--- config.mk ---
export PLATFORM = sky130hd
export DESIGN_NAME = div_arbiter
export DESIGN_NICKNAME = d
export VERILOG_FILES = /design/src/rtl/div_arbiter.sv
export SDC_FILE = /design/constraint.sdc
export NUM_CORES = 1
export LEC_CHECK = 0
export CAP_MARGIN = 25
export CORE_AREA = 2 2 131 133
export CTS_BUF_LIST = sky130_fd_sc_hd__clkbuf_4
export DETAILED_ROUTE_END_ITERATION = 10
export DIE_AREA = 0 0 133 135
export GPL_TIMING_DRIVEN = 0
export PLACE_DENSITY = 0.74
export RECOVER_POWER = 50
export REMOVE_ABC_BUFFERS = 1
export SETUP_SLACK_MARGIN = 0.05
export SLEW_MARGIN = 5
export SYNTH_ARGS = -nofsm -noshare
export SYNTH_HDL_FRONTEND = slang
export SYNTH_SLANG_ARGS = --single-unit
--- constraint.sdc ---
create_clock -name clk -period 3.9 [get_ports clk]
set_input_delay 0.78 -clock clk [delete_from_list [all_inputs] [get_ports clk]]
set_output_delay 0.78 -clock clk [all_outputs]
set_load 0.01 [all_outputs]
--- src/rtl/div_arbiter.sv ---
// div_arbiter: round-robin arbiter sharing one iterative divider between EX (0) and an auxiliary requester (1),
// with flush, watchdog timeout and a re-arm mask against stale held requests.
module div_arbiter #(
  parameter int DATA_W  = 32,
  parameter int TIMEOUT = 40
) (
  input  logic                  clk,
  input  logic                  rst,
  input  logic [1:0]            req_i,
  input  logic [1:0]            signed_i,
  input  logic [2*DATA_W-1:0]   op1_i,
  input  logic [2*DATA_W-1:0]   op2_i,
  input  logic [1:0]            flush_i,
  output logic [1:0]            grant_o,
  output logic [1:0]            done_o,
  output logic [2*DATA_W-1:0]   result_o,
  output logic                  timeout_o,
  output logic                  div_start_o,
  output logic                  div_cancel_o,
  output logic                  div_signed_o,
  output logic [DATA_W-1:0]     div_data1_o,
  output logic [DATA_W-1:0]     div_data2_o,
  input  logic [2*DATA_W-1:0]   div_result_i,
  input  logic                  div_done_i
);
  typedef enum logic [1:0] {IDLE, BUSY, DONE} state_t;
  localparam int CW = $clog2(TIMEOUT + 1);
  state_t              state_q, state_d;
  logic [1:0]          grant_q, grant_d, done_q, done_d, rearm_q, rearm_d, elig;
  logic                last_q, last_d, pick, cancel, tmo;
  logic [CW-1:0]       cnt_q, cnt_d;
  logic [2*DATA_W-1:0] res_q, res_d;
  logic                sgn_q, sgn_d;
  logic [DATA_W-1:0]   d1_q, d1_d, d2_q, d2_d;
  assign elig = req_i & ~flush_i & ~rearm_q;
  // on a tie the requester that did not win last time goes next
  assign pick = (elig == 2'b11) ? ~last_q : elig[1];
  always_comb begin
    state_d = state_q;
    grant_d = grant_q;
    done_d  = '0;
    last_d  = last_q;
    cnt_d   = cnt_q;
    res_d   = res_q;
    sgn_d   = sgn_q;
    d1_d    = d1_q;
    d2_d    = d2_q;
    cancel  = 1'b0;
    tmo     = 1'b0;
    rearm_d = rearm_q & req_i;
    case (state_q)
      IDLE: if (|elig) begin
        grant_d = pick ? 2'b10 : 2'b01;
        last_d  = pick;
        cnt_d   = '0;
        sgn_d   = signed_i[pick];
        d1_d    = pick ? op1_i[2*DATA_W-1:DATA_W] : op1_i[DATA_W-1:0];
        d2_d    = pick ? op2_i[2*DATA_W-1:DATA_W] : op2_i[DATA_W-1:0];
        state_d = BUSY;
      end
      BUSY: begin
        cnt_d = cnt_q + 1'b1;
        if (|(flush_i & grant_q)) begin
          cancel  = 1'b1;
          grant_d = '0;
          state_d = IDLE;
        end else if (div_done_i) begin
          res_d   = div_result_i;
          done_d  = grant_q;
          rearm_d = rearm_d | grant_q;
          state_d = DONE;
        end else if (cnt_q == CW'(TIMEOUT - 1)) begin
          cancel  = 1'b1;
          tmo     = 1'b1;
          grant_d = '0;
          state_d = IDLE;
        end
      end
      DONE: begin
        grant_d = '0;
        state_d = IDLE;
      end
      default: state_d = IDLE;
    endcase
  end
  always_ff @(posedge clk or negedge rst) begin
    if (!rst) begin
      state_q <= IDLE;
      grant_q <= '0;
      done_q  <= '0;
      rearm_q <= '0;
      last_q  <= 1'b1;
      cnt_q   <= '0;
      res_q   <= '0;
      sgn_q   <= 1'b0;
      d1_q    <= '0;
      d2_q    <= '0;
    end else begin
      state_q <= state_d;
      grant_q <= grant_d;
      done_q  <= done_d;
      rearm_q <= rearm_d;
      last_q  <= last_d;
      cnt_q   <= cnt_d;
      res_q   <= res_d;
      sgn_q   <= sgn_d;
      d1_q    <= d1_d;
      d2_q    <= d2_d;
    end
  end
  assign grant_o      = grant_q;
  assign done_o       = done_q;
  assign result_o     = res_q;
  assign timeout_o    = tmo;
  assign div_start_o  = state_q == BUSY;
  assign div_cancel_o = cancel;
  assign div_signed_o = sgn_q;
  assign div_data1_o  = d1_q;
  assign div_data2_o  = d2_q;
endmodule

==> results of run 1 <==
==> cells by family after synthesis <==
group,after synthesis
AOI/OAI and AO/OA,90
DFF,144
buffers and inverters,46
and+or+nand+nor,292
adders and majority gates,4
muxes,67
==> synth_stat cells <==
master     instances
nand2b_1           1
nand2_1          264
nor4b_2            1
a221o_1            1
a21oi_1            2
buf_2              5
nor3b_1            2
nand4b_1           1
a211o_1            1
dfstp_2            1
dfrtp_1          143
buf_1              6
nor3_1             2
o21ai_0           51
nand4_1            1
mux2_2             1
a21o_1             3
o31ai_1            1
nor4b_1            1
or2_2              2
a41oi_2            1
buf_6              3
nor2_1             7
or3b_1             1
a31oi_1            2
o2bb2ai_1          1
clkbuf_2           1
a311o_1            1
inv_1              7
o211ai_1           1
o21ai_1           20
nand3_1            4
o22a_1             1
or3b_2             1
ha_1               4
mux2i_1           66
a32o_1             1
and3_1             4
a22o_1             1
a31o_2             1
clkbuf_1          24
a22oi_1            1
==> power breakdown <==
group / internal, uW / leakage (uW) / switching (uW) / total [uW]
combinational: 1620 / 0.00299 / 1520 / 3140
clock: 595 / 0.000186 / 571 / 1170
sequential: 2160 / 0.00181 / 335 / 2490
==> state kept, by name, summed over array words and instances, names as in the netlist <==
register / flops
cnt_q: 6
div_data1_o: 32
div_data2_o: 32
div_signed_o: 1
done_o: 2
grant_o: 2
last_q: 1
rearm_q: 2
result_o: 64
state_q: 2
==> final timing paths <==
check | start | end | slack, ns | cells past startpoint
max in group asynchronous | rst | grant_o[0]$_DFFE_PN0P_ | 1.03 | 1
max | div_done_i | div_cancel_o | 0.48 | 5
min | last_q$_DFFE_PN1P_ | last_q$_DFFE_PN1P_ | 0.48 | 2
max reg2reg | rearm_q[0]$_DFF_PN0_ | div_data2_o[30]$_DFFE_PN0P_ | 1.16 | 5
min reg2reg | last_q$_DFFE_PN1P_ | last_q$_DFFE_PN1P_ | 0.48 | 2
min in group asynchronous | rst | div_data1_o[22]$_DFFE_PN0P_ | 1.18 | 1
==> critical path: stages <==
cell,delay [ns]
clkdlybuf4s50_1,0.49
or2_2,0.34
or2_2,0.31
a21oi_1,0.17
clkdlybuf4s50_1,0.56
==> cell usage in the layout, fill, tap and decap left out, types with 2 or more instances in the layout <==
| cell type | count |
|---|---|
| nor3b_1 | 2 |
| inv_6 | 4 |
| mux2i_1 | 66 |
| inv_1 | 7 |
| nor3_1 | 2 |
| nand3_1 | 3 |
| clkinv_4 | 2 |
| dlygate4sd3_1 | 60 |
| a31oi_1 | 2 |
| ha_1 | 4 |
| nor4b_1 | 2 |
| buf_16 | 3 |
| nor2_1 | 7 |
| clkdlybuf4s50_1 | 275 |
| a21o_1 | 3 |
| dfrtp_1 | 143 |
| clkinvlp_4 | 2 |
| or2_2 | 2 |
| buf_12 | 3 |
| nand2_1 | 264 |
| o21ai_1 | 19 |
| bufinv_16 | 5 |
| o21ai_0 | 51 |
| a21oi_1 | 2 |
| clkbuf_4 | 18 |
| and3_1 | 3 |
==> cell type report <==
type                    count  area, sq um  area share [%]
flip-flops and latches    144         3600            35.4
inverters                   7         26.3           0.258
clock inverters            14          229            2.25
diodes                      1         2.50          0.0246
well taps                 220          275            2.70
multi-input cells         453         2420            23.7
repair buffers            342         3500            34.3
clock buffers              18          135            1.33
==> routing by layer <==
layer,wire [um],track usage [%]
met2,9130,36.0
met3,1960,8.71
met1,7000,23.8
met4,429,8.00
met5,0,0
==> stage by stage <==
step	utilization (%)	setup TNS (ns)	setup slack, ns	total power, uW	cell area [sq um]
2_1_floorplan	-	-99.30	-1.56	3890	6030
3_3_place_gp	58.9	-825.24	-3.93	5760	9670
3_5_place_dp	60.0	0	0.462	5820	9840
4_1_cts	62.2	0	0.459	7030	10200
5_1_grt	62.1	0	0.421	7300	10200
6_report	62.1	0	0.480	6800	10200
==> impl_metrics.yaml, run 1 <==
status:
  status: "finished, violations left"
  violations: "max-capacitance violations, max-slew violations"
route:
  totalWireLength_um: 18500
  antenna_left: 0
  initialDrtViolationCount: 240
  wl_per_cell_um: 15.5
  drt-pass1-iter-count: 4
  drc: 0
  vias: 5561
  via_per_inst: 4.64
clocking:
  cts_sinks: 144
  cts_max_level: 4
  cts_hold_buf: 0
  post_cts_buffers: 0
  clockBufferDepth: 2
  clock_latency_ns: 0.54
  cts_tree: "built"
  cts.reportedPaths.clkPinSlew_ns: 0.11
  root_buffer: "clkbuf_4"
  numCtsBuffers: 17
  cts_resized: 0
sta:
  layout_worst_path_cycle_share_pct: 87.7
  finalSetupViolCount: 0
  period_minus_slack_ns: 3.42
  clock_skew_ns: 0.0240
  fin_worst_hold_slack_ns: 0.476
  drv_slew: 53
  rsz0062_at_grt: "no"
  hold_viol: 0
  max_freq_mhz: 292
  slew-limit-headroom_pct: -97.3
  worst_pin_slew_ns: 2.96
worst_setup_path:
  endpoint_kind: "output pin"
  required_ns: 3.12
  start_kind: "input pin"
  crit_arrival_ns: 2.64
  worst-setup-path-type: "input pin to output pin"
  worst-path-max-fanout: 4
die:
  core_sq_um: 16400
  die_w_um: 133
  die_h_um: 135
  initial_core_util_pct: 37.8
  die_area_sq_um: 18000
  pin_count: 337
  rows: 47
logic_synthesis:
  ys_warn_count: 0
  avgSynthCellArea_sq_um: 9.65
  yosys.area_share.simple_pct: 18.7
  synth_top_area_share_pct: 57.7
  synth-xor-area-share_pct: 0
  synth-seq-cells: 144
  seq_area_frac_synth_pct: 58.1
  synth_largest_area_cell: "dfrtp_1"
  synth_compound_area_share_pct: 8.27
  netlist_area_sq_um: 6200
  synth_cell_types: 42
  syn_inst: 643
  synth.area.top_cells: "dfrtp_1 58%, nand2_1 16%, mux2i_1 11%"
  synthAdderAreaFrac_pct: 0.807
  synthMuxAreaShare_pct: 10.8
  synth_top_family_by_area: "simple AND/OR/NAND/NOR gates"
placed_design:
  dp.final_hpwl_um: 14000
  portBuffers: 336
  gp_congestion: 0.818
  numPlacedInstances: 1166
global_route:
  track_usage_pct: 21.1
  grt_max_degree: 93
  grt_pass1_wl_um: 29300
  first_global_vias: 5493
  antenna_found_initial: 1
  gr-total-overflow: 0
final_layout:
  nFillCells: 1392
  drive_gt1_share_pct: 4.81
  fin_cells: 1199
  final_nets: 1170
  areaGrowthSynthToFinish_pct: 64.2
run:
  cap_violations: 1
power:
  vdd_drop_max_uv: 281
  p_leak_uw: 0.00498
  power_density_nw_per_um2: 667
hold_path:
  holdCritPathClass: "register to register"
Note: power is estimated with default switching activity, not from simulation.
==> run 2: changes to the inputs <==
--- a/config.mk
+++ b/config.mk
@@ -6,12 +6,12 @@
 export NUM_CORES = 1
 export LEC_CHECK = 0
 export CAP_MARGIN = 25
-export CORE_AREA = 2 2 131 133
-export CTS_BUF_LIST = sky130_fd_sc_hd__clkbuf_4
+export CORE_AREA = 2 2 132 134
 export DETAILED_ROUTE_END_ITERATION = 10
-export DIE_AREA = 0 0 133 135
+export DIE_AREA = 0 0 134 136
 export GPL_TIMING_DRIVEN = 0
-export PLACE_DENSITY = 0.74
+export MAX_ROUTING_LAYER = met4
+export PLACE_DENSITY = 0.73
 export RECOVER_POWER = 50
 export REMOVE_ABC_BUFFERS = 1
 export SETUP_SLACK_MARGIN = 0.05
==> run 2 against run 1 <==
  * The flow still finishes with violations (max-capacitance violations, max-slew violations)
  * Register-to-register slack better by 0.38 ns
  * First-iteration DRC count is 1.3% higher
  * Sequential share of layout area is 1.1 points lower
  * Global-route usage is 0.48 points higher
  * Utilization is 0.25 points higher
  * Worst hold slack worse by 0.012 ns
  * Routed wire length is 1.3% higher
  * Setup slack better by 0.043 ns
  * Clock power is 56% higher
  * Largest power group unchanged
==> impl_metrics.yaml, run 2 (synthesis gave the netlist of run 1 again) <==
status:
  status: "finished, violations left"
  violations: "max-capacitance violations, max-slew violations"
hold_path:
  holdPathStages: 2
  holdCritPathClass: "register to register"
worst_setup_path:
  cp_cell_sequence: "clkdlybuf4s50_1 > or2_2 > or2_2 > a21oi_1 > clkdlybuf4s50_1"
  endpoint_kind: "output pin"
  worst-setup-path-type: "input pin to output pin"
  r2r-end: "div_data1_o[12]$_DFFE_PN0P_"
  worst-path-max-fanout: 4
  cpPeakStageDelay_ns: 0.55
  crit_path_end: "div_cancel_o"
  crit_arrival_ns: 2.60
  startpoint: "div_done_i"
  r2r_slack_ns: 1.54
  crit_slowest_cell: "clkdlybuf4s50_1"
  rr_startpoint: "rearm_q[0]$_DFF_PN0_"
  cp.depth: 5
  path_buf_inv: 2
  worstRegToRegCells: 5
  cp_top_family: "buffers and inverters"
  required_ns: 3.12
  start_kind: "input pin"
global_route:
  met1_usage_pct: 25.0
  grt_use_met3_pct: 8.05
  first_global_vias: 5571
  track_usage_pct: 21.6
  gr-total-overflow: 0
  grt_pass1_wl_um: 29300
  busiest_layer: "met2"
  use_met2_pct: 34.4
  grt_max_degree: 93
  antenna_found_initial: 1
sta:
  fin_worst_hold_slack_ns: 0.464
  clock_skew_ns: 0.0101
  rsz0062_at_grt: "no"
  worst_pin_slew_ns: 2.96
  slew-limit-headroom_pct: -97.2
  max_freq_mhz: 296
  drv_slew: 53
  period_minus_slack_ns: 3.38
  hold_viol: 0
  layout_worst_path_cycle_share_pct: 86.6
  finalSetupViolCount: 0
power:
  vdd_drop_max_uv: 323
  p_leak_uw: 0.00513
  power_density_nw_per_um2: 712
route:
  wl_per_cell_um: 15.6
  drc: 0
  via_per_inst: 4.67
  totalWireLength_um: 18800
  antenna_left: 0
  vias: 5629
  initialDrtViolationCount: 243
  drt-pass1-iter-count: 4
clocking:
  cts_tree: "built"
  root_buffer: "clkbuf_16"
  numCtsBuffers: 17
  cts_hold_buf: 0
  clock_latency_ns: 0.41
  cts.reportedPaths.clkPinSlew_ns: 0.06
  clockBufferDepth: 2
  cts_resized: 0
  cts_max_level: 4
  post_cts_buffers: 0
  cts_sinks: 144
placed_design:
  gp_congestion: 0.793
  dp.final_hpwl_um: 14100
  place_area_sq_um: 9870
  portBuffers: 336
  numPlacedInstances: 1172
final_layout:
  fin_cells: 1205
  areaGrowthSynthToFinish_pct: 69.6
  multiInputGateArea_sq_um: 2430
  largest_register_ff_count: 64
  final_common_cell: "clkdlybuf4s50_1"
  final_area_sq_um: 10500
  final_nets: 1171
  seqCellArea_sq_um: 3600
  final_core_util_pct: 62.3
  drive_gt1_share_pct: 5.01
  nFillCells: 1423
  layout_common_cells: "269 x clkdlybuf4s50_1, 264 x nand2_1, 143 x dfrtp_1, 66 x mux2i_1, 66 x dlygate4sd3_1"
die:
  die_w_um: 134
  die_area_sq_um: 18200
  pin_count: 337
  initial_core_util_pct: 36.8
  rows: 48
  die_h_um: 136
  core_sq_um: 16900
run:
  cap_violations: 1
run 2: cell types whose count changed in the layout (fill, tap and decap cells not counted), moves of 2 or more:
cell             before  now
clkbuf_4             18    0
clkbuf_16             0   17
clkdlybuf4s50_1     275  269
dlygate4sd3_1        60   66
clkinv_4              2    0
run 2: worst min-delay path by stage:
stage	slack, ns	end	start
6_report	0.46	result_o[58]$_DFFE_PN0P_	result_o[58]$_DFFE_PN0P_
3_3_place_gp	0.45	last_q$_DFFE_PN1P_	last_q$_DFFE_PN1P_
5_1_grt	0.49	result_o[27]$_DFFE_PN0P_	result_o[27]$_DFFE_PN0P_
3_5_place_dp	0.46	result_o[58]$_DFFE_PN0P_	result_o[58]$_DFFE_PN0P_
2_1_floorplan	0.45	last_q$_DFFE_PN1P_	last_q$_DFFE_PN1P_
4_1_cts	0.32	div_data2_o[26]$_DFFE_PN0P_	rst
run 2: metrics by stage:
stage	setup TNS (ns)	power (uW)	setup slack (ns)
2_1_floorplan	-99.30	3890	-1.56
3_3_place_gp	-836.52	5790	-3.96
3_5_place_dp	0	5860	0.512
4_1_cts	0	7720	0.510
5_1_grt	0	8020	0.313
6_report	0	7490	0.524
run 2: worst register-to-register path, delay by kind of cell (launching register included):
| family | cells | cell delay, ns |
|---|---|---|
| buf+inv | 1 | 0.32 |
| flops | 1 | 0.39 |
| compound gates | 2 | 0.74 |
| mux | 1 | 0.29 |
| simple gates | 1 | 0.50 |
run 2: where the power goes:
part	internal (uW)	switching [uW]
logic	1630	1530
registers	2170	340
clock network	1150	672
run 2: cell type report:
class,count,area share (%)
flip-flops and latches,144,34.3
repair buffers,343,33.5
multi-input cells,453,23.1
clock buffers,18,4.08
well taps,225,2.68
clock inverters,14,2.16
inverters,7,0.250
diodes,1,0.0238
run 2: layer usage:
metal	up-vias	wire, um
met5	-	0
met4	0	396
met1	2572	7480
met3	32	1820
met2	259	9080
li1	2766	-
==> run 3: changes to the inputs <==
--- a/config.mk
+++ b/config.mk
@@ -5,11 +5,10 @@
 export SDC_FILE = /design/constraint.sdc
 export NUM_CORES = 1
 export LEC_CHECK = 0
-export CAP_MARGIN = 25
+export CAP_MARGIN = 10
 export CORE_AREA = 2 2 132 134
 export DETAILED_ROUTE_END_ITERATION = 10
 export DIE_AREA = 0 0 134 136
-export GPL_TIMING_DRIVEN = 0
 export MAX_ROUTING_LAYER = met4
 export PLACE_DENSITY = 0.73
 export RECOVER_POWER = 50
==> run 3 against run 2 <==
  * The run still ends with max-capacitance violations, max-slew violations left
  * Setup slack better by 0.046 ns
  * Non-clock buffer count up 6
  * Clock-buffer cell count down 1
  * Largest cell class unchanged
==> impl_metrics.yaml, run 3 (synthesis gave the netlist of run 1 again) <==
global_route:
  gr-total-overflow: 0
  grt_max_degree: 91
  first_global_vias: 5652
  antenna_found_initial: 0
  track_usage_pct: 22.5
  grt_pass1_wl_um: 30300
die:
  rows: 48
  core_sq_um: 16900
  die_w_um: 134
  die_area_sq_um: 18200
  initial_core_util_pct: 36.8
  pin_count: 337
  die_h_um: 136
clocking:
  cts.reportedPaths.clkPinSlew_ns: 0.06
  clock_latency_ns: 0.42
  cts_hold_buf: 0
  post_cts_buffers: 0
  cts_max_level: 4
  cts_sinks: 144
  clockBufferDepth: 2
  root_buffer: "clkbuf_16"
  cts_tree: "built"
  cts_resized: 0
  numCtsBuffers: 17
route:
  antenna_left: 0
  via_per_inst: 4.66
  drt-pass1-iter-count: 4
  vias: 5629
  drc: 0
  totalWireLength_um: 19200
  wl_per_cell_um: 15.9
  initialDrtViolationCount: 260
worst_setup_path:
  rr_startpoint: "state_q[1]$_DFFE_PN0P_"
  start_kind: "input pin"
  crit_path_end: "div_cancel_o"
  endpoint_kind: "output pin"
  required_ns: 3.12
  worstRegToRegCells: 6
  startpoint: "div_done_i"
  r2r-end: "rearm_q[1]$_DFF_PN0_"
  worst-setup-path-type: "input pin to output pin"
  worst-path-max-fanout: 4
  r2r_slack_ns: 1.38
  crit_arrival_ns: 2.55
placed_design:
  numPlacedInstances: 1178
  portBuffers: 336
  gp_congestion: 0.790
  dp.final_hpwl_um: 14200
final_layout:
  final_common_cell: "clkdlybuf4s50_1"
  largest_register_ff_count: 64
  drive_gt1_share_pct: 5.59
  final_nets: 1177
  n_antenna_cell: 0
  multiInputGateArea_sq_um: 2420
  nFillCells: 1424
  final_core_util_pct: 61.8
  fin_cells: 1209
  areaGrowthSynthToFinish_pct: 68.1
  layout_common_cells: "270 x clkdlybuf4s50_1, 264 x nand2_1, 143 x dfrtp_1, 66 x mux2i_1, 65 x dlygate4sd3_1"
  seqCellArea_sq_um: 3600
hold_path:
  holdCritPathClass: "register to register"
run:
  cap_violations: 1
status:
  violations: "max-capacitance violations, max-slew violations"
  status: "finished, violations left"
sta:
  clock_skew_ns: 0.0124
  drv_slew: 91
  worst_pin_slew_ns: 2.26
  period_minus_slack_ns: 3.33
  hold_viol: 0
  rsz0062_at_grt: "no"
  layout_worst_path_cycle_share_pct: 85.4
  slew-limit-headroom_pct: -50.8
  max_freq_mhz: 300
  finalSetupViolCount: 0
  fin_worst_hold_slack_ns: 0.466
power:
  power_uw: 7300
  p_leak_uw: 0.00510
  vdd_drop_max_uv: 324
  power_density_nw_per_um2: 700
-- run 3: cell types whose count changed in the layout (fill, tap and decap cells not counted), moves of 2 or more --
cell       before  now
clkinv_2        0    5
buf_4           0    4
buf_16          3    0
clkbuf_2        0    3
inv_6           5    2
bufinv_16       5    3
-- run 3: how the worst min path moves through the flow --
| stage | startpoint | endpoint | slack [ns] | cells past startpoint |
|---|---|---|---|---|
| floorplan | last_q$_DFFE_PN1P_ | last_q$_DFFE_PN1P_ | 0.45 | 2 |
| global placement | result_o[33]$_DFFE_PN0P_ | result_o[33]$_DFFE_PN0P_ | 0.46 | 2 |
| detailed placement | result_o[27]$_DFFE_PN0P_ | result_o[27]$_DFFE_PN0P_ | 0.46 | 2 |
| CTS | rst | div_data2_o[3]$_DFFE_PN0P_ | 0.45 | 1 |
| global route | last_q$_DFFE_PN1P_ | last_q$_DFFE_PN1P_ | 0.49 | 2 |
| finish | result_o[10]$_DFFE_PN0P_ | result_o[10]$_DFFE_PN0P_ | 0.47 | 2 |
-- run 3: critical path: stages --
cell and delay, ns:
clkdlybuf4s50_1 0.46, or2_2 0.32, or2_2 0.31, a21oi_1 0.14
clkdlybuf4s50_1 0.54
-- run 3: where the power goes --
part	internal, uW	switching, uW	total [uW]
clock network	1000	638	1640
logic	1620	1520	3140
registers	2170	354	2520
-- run 3: layer usage --
layer  share of wire [%]  GRT usage (%)  wire [um]  vias up
li1                    -              -          -     2784
met4                 2.4           8.75        463        0
met5                   0              -          0        -
met3                 9.3           8.24       1780       33
met2                  48           35.8       9250      233
met1                  40           26.1       7750     2579
-- run 3: stage by stage --
stage	instance area (sq um)	TNS (ns)	setup WS (ns)
3_5_place_dp	9860	0	0.565
2_1_floorplan	6030	-99.30	-1.56
4_1_cts	10400	0	0.563
5_1_grt	10400	0	0.517
3_3_place_gp	9860	0	0.564
6_report	10400	0	0.570
-- run 3: cell type report --
cell class	instances	area share, %
flip-flops and latches	144	34.6
repair buffers	349	33.6
inverters	7	0.252
clock buffers	17	4.08
well taps	225	2.70
multi-input cells	453	23.2
clock inverters	14	1.57
